### config.mk
export PLATFORM = sky130hd
export DESIGN_NAME = int8_add_sub_flat
export DESIGN_NICKNAME = d
export VERILOG_FILES = /design/src/rtl/int8_add_sub_if.sv /design/src/rtl/int8_add_sub.sv /design/src/flat_wrapper.sv
export SDC_FILE = /design/constraint.sdc
export NUM_CORES = 1
export LEC_CHECK = 0
export ABC_AREA = 1
export CAP_MARGIN = 20
export CORE_UTILIZATION = 39
export CTS_CLUSTER_DIAMETER = 40
export DETAILED_ROUTE_END_ITERATION = 10
export PLACE_DENSITY_LB_ADDON = 0.05
export SETUP_SLACK_MARGIN = 0.1
export SYNTH_ARGS = -nofsm -noshare
export SYNTH_HDL_FRONTEND = slang
export SYNTH_SLANG_ARGS = --single-unit
### constraint.sdc
create_clock -name clk -period 0.8 [get_ports clk]
set_input_delay 0.08 -clock clk [delete_from_list [all_inputs] [get_ports clk]]
set_output_delay 0.08 -clock clk [all_outputs]
set_load 0.03 [all_outputs]
### src/rtl/int8_add_sub_if.sv
// Operand/result bundle for int8_add_sub.
// The zero/neg/ovf flag signals exist only when INT8_ADD_SUB_FLAGS_EN is defined.
interface int8_add_sub_if;
   logic [7:0] a;
   logic [7:0] b;
   logic       mux;
   logic       in_valid;
   logic [7:0] sum;
   logic       cout;
   logic       out_valid;
`ifdef INT8_ADD_SUB_FLAGS_EN
   logic       zero;
   logic       neg;
   logic       ovf;

   modport master (
      output a, b, mux, in_valid,
      input  sum, cout, out_valid, zero, neg, ovf
   );
   modport slave (
      input  a, b, mux, in_valid,
      output sum, cout, out_valid, zero, neg, ovf
   );
`else
   modport master (
      output a, b, mux, in_valid,
      input  sum, cout, out_valid
   );
   modport slave (
      input  a, b, mux, in_valid,
      output sum, cout, out_valid
   );
`endif
endinterface

### src/rtl/int8_add_sub.sv
// Registered 8-bit add/subtract with one-cycle latency; subtract uses the same adder with B inverted, carry-in = mux.
// Optional zero/neg/ovf status flags are built when INT8_ADD_SUB_FLAGS_EN is defined.
module int8_add_sub (
   input  logic          clk,
   input  logic          rst,
   int8_add_sub_if.slave bus
);

   logic [7:0] b_eff;
   logic [8:0] carry;
   logic [7:0] sum_next;

   logic [7:0] sum_reg;
   logic       cout_reg;
   logic       valid_reg;

   // Ripple-carry adder; carry[8] is the carry out of bit 7.
   assign carry[0] = bus.mux;

   generate
      for (genvar gi = 0; gi < 8; gi++) begin : g_bit
         assign b_eff[gi]     = bus.b[gi] ^ bus.mux;
         assign sum_next[gi]  = bus.a[gi] ^ b_eff[gi] ^ carry[gi];
         assign carry[gi + 1] = (bus.a[gi] & b_eff[gi]) |
                                (carry[gi] & (bus.a[gi] ^ b_eff[gi]));
      end
   endgenerate

   always_ff @(posedge clk or posedge rst) begin
      if (rst) begin
         sum_reg   <= 8'h00;
         cout_reg  <= 1'b0;
         valid_reg <= 1'b0;
      end else begin
         valid_reg <= bus.in_valid;
         if (bus.in_valid) begin
            sum_reg  <= sum_next;
            cout_reg <= carry[8];
         end
      end
   end

   assign bus.sum       = sum_reg;
   assign bus.cout      = cout_reg;
   assign bus.out_valid = valid_reg;

`ifdef INT8_ADD_SUB_FLAGS_EN
   logic zero_reg;
   logic neg_reg;
   logic ovf_reg;
   logic ovf_next;

   // Signed overflow: carry into the sign bit differs from carry out of it.
   assign ovf_next = carry[8] ^ carry[7];

   always_ff @(posedge clk or posedge rst) begin
      if (rst) begin
         zero_reg <= 1'b0;
         neg_reg  <= 1'b0;
         ovf_reg  <= 1'b0;
      end else if (bus.in_valid) begin
         zero_reg <= (sum_next == 8'h00);
         neg_reg  <= sum_next[7];
         ovf_reg  <= ovf_next;
      end
   end

   assign bus.zero = zero_reg;
   assign bus.neg  = neg_reg;
   assign bus.ovf  = ovf_reg;
`endif

endmodule

### src/flat_wrapper.sv
// flat-port wrapper written by rule: the top's interface ports become plain ports
module int8_add_sub_flat 
  (clk, rst, bus_a, bus_b, bus_mux, bus_in_valid, bus_sum, bus_cout, bus_out_valid);
  int8_add_sub_if bus_i ();
  input  logic clk;
  input  logic rst;
  input wire logic [$bits(bus_i.a)-1:0] bus_a;
  input wire logic [$bits(bus_i.b)-1:0] bus_b;
  input wire logic [$bits(bus_i.mux)-1:0] bus_mux;
  input wire logic [$bits(bus_i.in_valid)-1:0] bus_in_valid;
  output wire logic [$bits(bus_i.sum)-1:0] bus_sum;
  output wire logic [$bits(bus_i.cout)-1:0] bus_cout;
  output wire logic [$bits(bus_i.out_valid)-1:0] bus_out_valid;
  assign bus_i.a = bus_a;
  assign bus_i.b = bus_b;
  assign bus_i.mux = bus_mux;
  assign bus_i.in_valid = bus_in_valid;
  assign bus_sum = bus_i.sum;
  assign bus_cout = bus_i.cout;
  assign bus_out_valid = bus_i.out_valid;
  int8_add_sub u_core (.clk(clk), .rst(rst), .bus(bus_i));
endmodule
# After elaboration in Yosys (flattened, before gate mapping)
# Cells that the tools add are included.
# classes
bitwise	48
# op_table
cell	n
$xor 1x1->1	24
$and 1x1->1	16
$or 1x1->1	8
# word_totals
reg_bits	10
in_bits	20
out_inout_bits	10
word_cells	51

# Logic depth before layout (Yosys ltp)
# depth
ltp_word	18
mapped_depth	14
mapped_depth_nobuf	14

# Worst setup path after synthesis
# No wires, ideal clock.
# synth_timing
kind	input-to-reg
start	input bus_mux
end	register u_core.sum_reg[7], in the netlist u_core.bus.sum[7]
setup_time_ns	0.118
arrival_time_ns	3.087
t_required_ns	0.682
slack_ns	-2.405
path_stages	13
n_path_buf	1
path_cell_list	buf_4 > xor2_1 > fa_1 > inv_1 > fa_1 > fa_1 > fa_1 > fa_1 > fa_1 > inv_1 > fa_1 > nand2_1 > nand2_1
# synth_between
elab_chain_cells	17
elab_cells_between_ends	38
classes_between	bitwise: 38
# synth_lines
item	line	source
start, declared	flat_wrapper.sv:9	input wire logic [$bits(bus_i.mux)-1:0] bus_mux;
$xor 1x1->1	int8_add_sub.sv:22	assign b_eff[gi] = bus.b[gi] ^ bus.mux;
$xor 1x1->1	int8_add_sub.sv:25	(carry[gi] & (bus.a[gi] ^ b_eff[gi]));
$and 1x1->1	int8_add_sub.sv:25	
$or 1x1->1	int8_add_sub.sv:24	assign carry[gi + 1] = (bus.a[gi] & b_eff[gi]) |
$and 1x1->1	int8_add_sub.sv:25	
$or 1x1->1	int8_add_sub.sv:24	
$and 1x1->1	int8_add_sub.sv:25	
$or 1x1->1	int8_add_sub.sv:24	
[2 not listed]	--	
$and 1x1->1	int8_add_sub.sv:25	
$or 1x1->1	int8_add_sub.sv:24	
$and 1x1->1	int8_add_sub.sv:25	
$or 1x1->1	int8_add_sub.sv:24	
$and 1x1->1	int8_add_sub.sv:25	
$or 1x1->1	int8_add_sub.sv:24	
$xor 1x1->1 *	int8_add_sub.sv:23	assign sum_next[gi] = bus.a[gi] ^ b_eff[gi] ^ carry[gi];
via u_core.sum_next[7]	int8_add_sub.sv:11	logic [7:0] sum_next;
end signal, assigned	int8_add_sub.sv:37	sum_reg <= sum_next;
end, declared	int8_add_sub.sv:13	logic [7:0] sum_reg;
# Mark *: on every way through the listed nets, which the timed path passes. The rest lies on a longest branch.
# A chain may end at the register's enable or synchronous reset.

# Final worst setup path
# layout_timing
start	input bus_b[1]
end	register u_core.sum_reg[7], in the netlist u_core.bus.sum[7]
# layout_between
elab_chain_cells	15
elab_cells_between_ends	16
classes_between	bitwise: 16
# layout_lines
item	line	source
start, declared	flat_wrapper.sv:8	input wire logic [$bits(bus_i.b)-1:0] bus_b;
$xor 1x1->1 *	int8_add_sub.sv:22	
$xor 1x1->1	int8_add_sub.sv:25	
$and 1x1->1	int8_add_sub.sv:25	
$or 1x1->1 *	int8_add_sub.sv:24	
$and 1x1->1 *	int8_add_sub.sv:25	
$or 1x1->1 *	int8_add_sub.sv:24	
$and 1x1->1 *	int8_add_sub.sv:25	
$or 1x1->1 *	int8_add_sub.sv:24	
$and 1x1->1 *	int8_add_sub.sv:25	
$or 1x1->1 *	int8_add_sub.sv:24	
$and 1x1->1 *	int8_add_sub.sv:25	
$or 1x1->1 *	int8_add_sub.sv:24	
$and 1x1->1 *	int8_add_sub.sv:25	
$or 1x1->1 *	int8_add_sub.sv:24	
$xor 1x1->1 *	int8_add_sub.sv:23	
via u_core.sum_next[7]	int8_add_sub.sv:11	
# Marks and branches as above.

==> flow_metrics.py <==
metrics = {
    "routing": {
        "wire_per_inst_um": 13.2,
        "viasPerCell": 4.65,
        "drt-total-wl_um": 1760,
        "post-route-drc-count": 0,
        "first_iter_violations": 10,
        "vias": 619,
        "dr.pass1.iters": 4,
        "drtAntennaViolNets": 0,
    },
    "clock_network": {
        "cts_tree": "done",
        "cts_hold_buf": 0,
        "numCtsBuffers": 3,
        "clk_pin_slew_ns": 0.07,
        "ctsLongestPathBuffers": 2,
        "root_buffer": "clkbuf_4",
        "htree_levels": 1,
        "clock_sinks": 10,
        "clock_latency_ns": 0.27,
    },
    "sta": {
        "period_minus_slack_ns": 2.75,
        "max_freq_mhz": 363,
        "worst_slack_ns": -1.95,
        "final-hold-violation-count": 0,
        "relSlewSlack_pct": 81.2,
        "rsz0062_at_grt": "true",
        "setup_viol": 18,
        "tightest_slew_ns": 0.281,
        "slew_violations": 0,
        "fin_crit_sh_pct": 344,
        "hold-worst-slack_ns": 0.100,
        "final.setup.tns_ns": -9.74,
        "worst_clock_skew_ns": 0,
    },
    "worst_setup_path": {
        "cp.arrival_ns": 2.92,
        "cp-end-kind": "flip-flop",
        "critPathRequiredTime_ns": 0.96,
        "critical_path_class": "in -> reg",
        "ff2ff_setup_slack_ns": 0.04,
        "start_kind": "primary input",
        "cp_max_fo": 1,
    },
    "pwr": {
        "irDropWorstVdd_v": 0.000909,
        "swShare_pct": 34.8,
        "internal_power_mw": 1.49,
        "switching_power_mw": 0.794,
        "p_leak_nw": 0.617,
        "clkPwrFrac_pct": 20.2,
        "power_frac_seq_pct": 29.8,
        "report.power.total_mw": 2.29,
        "p_comb_share_pct": 50.0,
        "power.density_nw_per_um2": 1800,
    },
    "placed_design": {
        "pre_cts_slack_ns": -2.65,
        "io_buffers": 29,
        "dp_hpwl_um": 835,
        "place_area_um2": 971,
        "gp_congestion": 0.630,
    },
    "final_layout": {
        "seqCellArea_um2": 251,
        "fill_cells": 99,
        "multi_input_area_um2": 380,
        "area_growth_syn_to_layout_pct": 98.4,
        "diodes": 0,
        "nets": 145,
        "design_area_um2": 1270,
        "largest_reg_flops": 8,
        "final_layout_size_suffix_gt1_share_pct": 59.8,
    },
    "floorplan": {
        "die-area_um2": 1800,
        "start_util_pct": 41.9,
        "die_h_um": 42.5,
        "num_rows": 14,
        "pin_count": 30,
        "die_w_um": 42.5,
        "core_um2": 1520,
    },
    "global_routing": {
        "grt_overflow": 0,
        "antenna_found_initial": 0,
        "grt_usage_pct": 24.1,
        "grt_max_degree": 15,
        "grt_pass1_vias": 703,
        "grt_first_pass_wirelength_um": 3030,
    },
    "synthesis": {
        "synth_area_um2": 638,
        "ys_seq_area_share_pct": 39.2,
        "ys_ff_latch": 10,
        "synthCells": 63,
        "ys.warnings.count": 0,
        "synth.avg_cell_area_um2": 10.1,
        "synth_cell_type_count": 12,
        "postSynthNetCount": 90,
    },
    "outcome": {
        "violations": "setup timing",
        "status": "finished with violations",
    },
    "worst_hold_path": {
        "hold_class": "in -> async",
    },
    "job": {
        "drv_cap": 0,
    },
}
[layout make-up]
class                           count  area share, %
Multi-Input combinational cell     40           30.0
Tap cell                           16           1.58
Inverter                           11           3.46
Timing Repair Buffer               52           42.2
Clock buffer                        4           2.87
Sequential cell                    10           19.9
[power by group through the flow]
stage,sequential (mW),combinational (mW),clock [mW]
final,0.681,1.14,0.462
after global routing,0.691,1.22,0.495
after CTS,0.677,1.09,0.476
after detailed placement,0.672,0.857,0
after global placement,0.668,0.851,0
after floorplan,0.872,0.325,0
[routing by layer]
| metal | wire, um | global-route usage, % |
|---|---|---|
| met5 | 0 | 0 |
| met4 | 55 | 15.0 |
| met2 | 1010 | 41.5 |
| met1 | 616 | 27.2 |
| met3 | 75 | 4.31 |
[worst paths after layout]
check                                              start                             to  cells after the start
max in group asynchronous                            rst  u_core.bus.sum[0]$_DFFE_PP0P_                      3
hold reg to reg            u_core.bus.sum[0]$_DFFE_PP0P_  u_core.bus.sum[0]$_DFFE_PP0P_                      2
setup reg to reg           u_core.bus.sum[4]$_DFFE_PP0P_  u_core.bus.sum[4]$_DFFE_PP0P_                      3
hold / removal                                       rst  u_core.bus.sum[0]$_DFFE_PP0P_                      3
setup / recovery                                bus_b[1]  u_core.bus.sum[7]$_DFFE_PP0P_                     13
min in group clk                                bus_a[0]  u_core.bus.sum[0]$_DFFE_PP0P_                      5
[per-stage QoR]
| step | std cells | utilization, % |
|---|---|---|
| 2_1_floorplan | 63 | - |
| 3_3_place_gp | 110 | 63.7 |
| 3_5_place_dp | 110 | 63.7 |
| 4_1_cts | 140 | 83.9 |
| 5_1_grt | 133 | 83.1 |
| 6_report | 133 | 83.1 |
[cells in the mapped netlist (all sizes together)]
cell type	n	share of area, %
fa	7	22
nand3	1	0.78
dfrtp	10	39
inv	11	6.5
xor2	2	2.7
o21ai	5	6.9
buf	2	2.9
xnor2	5	6.9
nand2	20	12
[cell families (layout without fill, tap and decap cells)]
| logic type | count (synthesis) | count (layout) | share of synthesized area [%] |
|---|---|---|---|
| and+or+nand+nor | 21 | 21 | 12.9 |
| AOI/OAI and AO/OA | 5 | 5 | 6.86 |
| DFF | 10 | 10 | 39.2 |
| adders and majority gates | 7 | 7 | 22.0 |
| buffers and inverters | 13 | 67 | 9.41 |
| xor gates and xnor gates | 7 | 7 | 9.61 |
[worst max-delay path, stage by stage]
cell and delay [ns]:
buf_6 0.09, xor2_2 0.15, fa_2 0.22, inv_2 0.04
fa_2 0.33, fa_2 0.34, fa_2 0.35, fa_2 0.35
fa_2 0.34, inv_2 0.06, fa_2 0.43, nand2_2 0.08
nand2_2 0.05
[cell usage in the layout, fill, tap and decap left out, drive strengths merged]
| cell | n |
|---|---|
| nand2 | 20 |
| xnor2 | 5 |
| nand3 | 1 |
| inv | 11 |
| fa | 7 |
| clkbuf | 5 |
| xor2 | 2 |
| o21ai | 5 |
| dlygate4sd2 | 2 |
| buf | 37 |
| clkdlybuf4s50 | 12 |
| dfrtp | 10 |
[timing repair]
action,in CTS,in global routing
buffers inserted,26,3
pin swaps,5,10
resized for setup,49,13
hold endpoints to repair,0,0
setup endpoints to repair,18,19
Power figures use the tool's default switching activity.
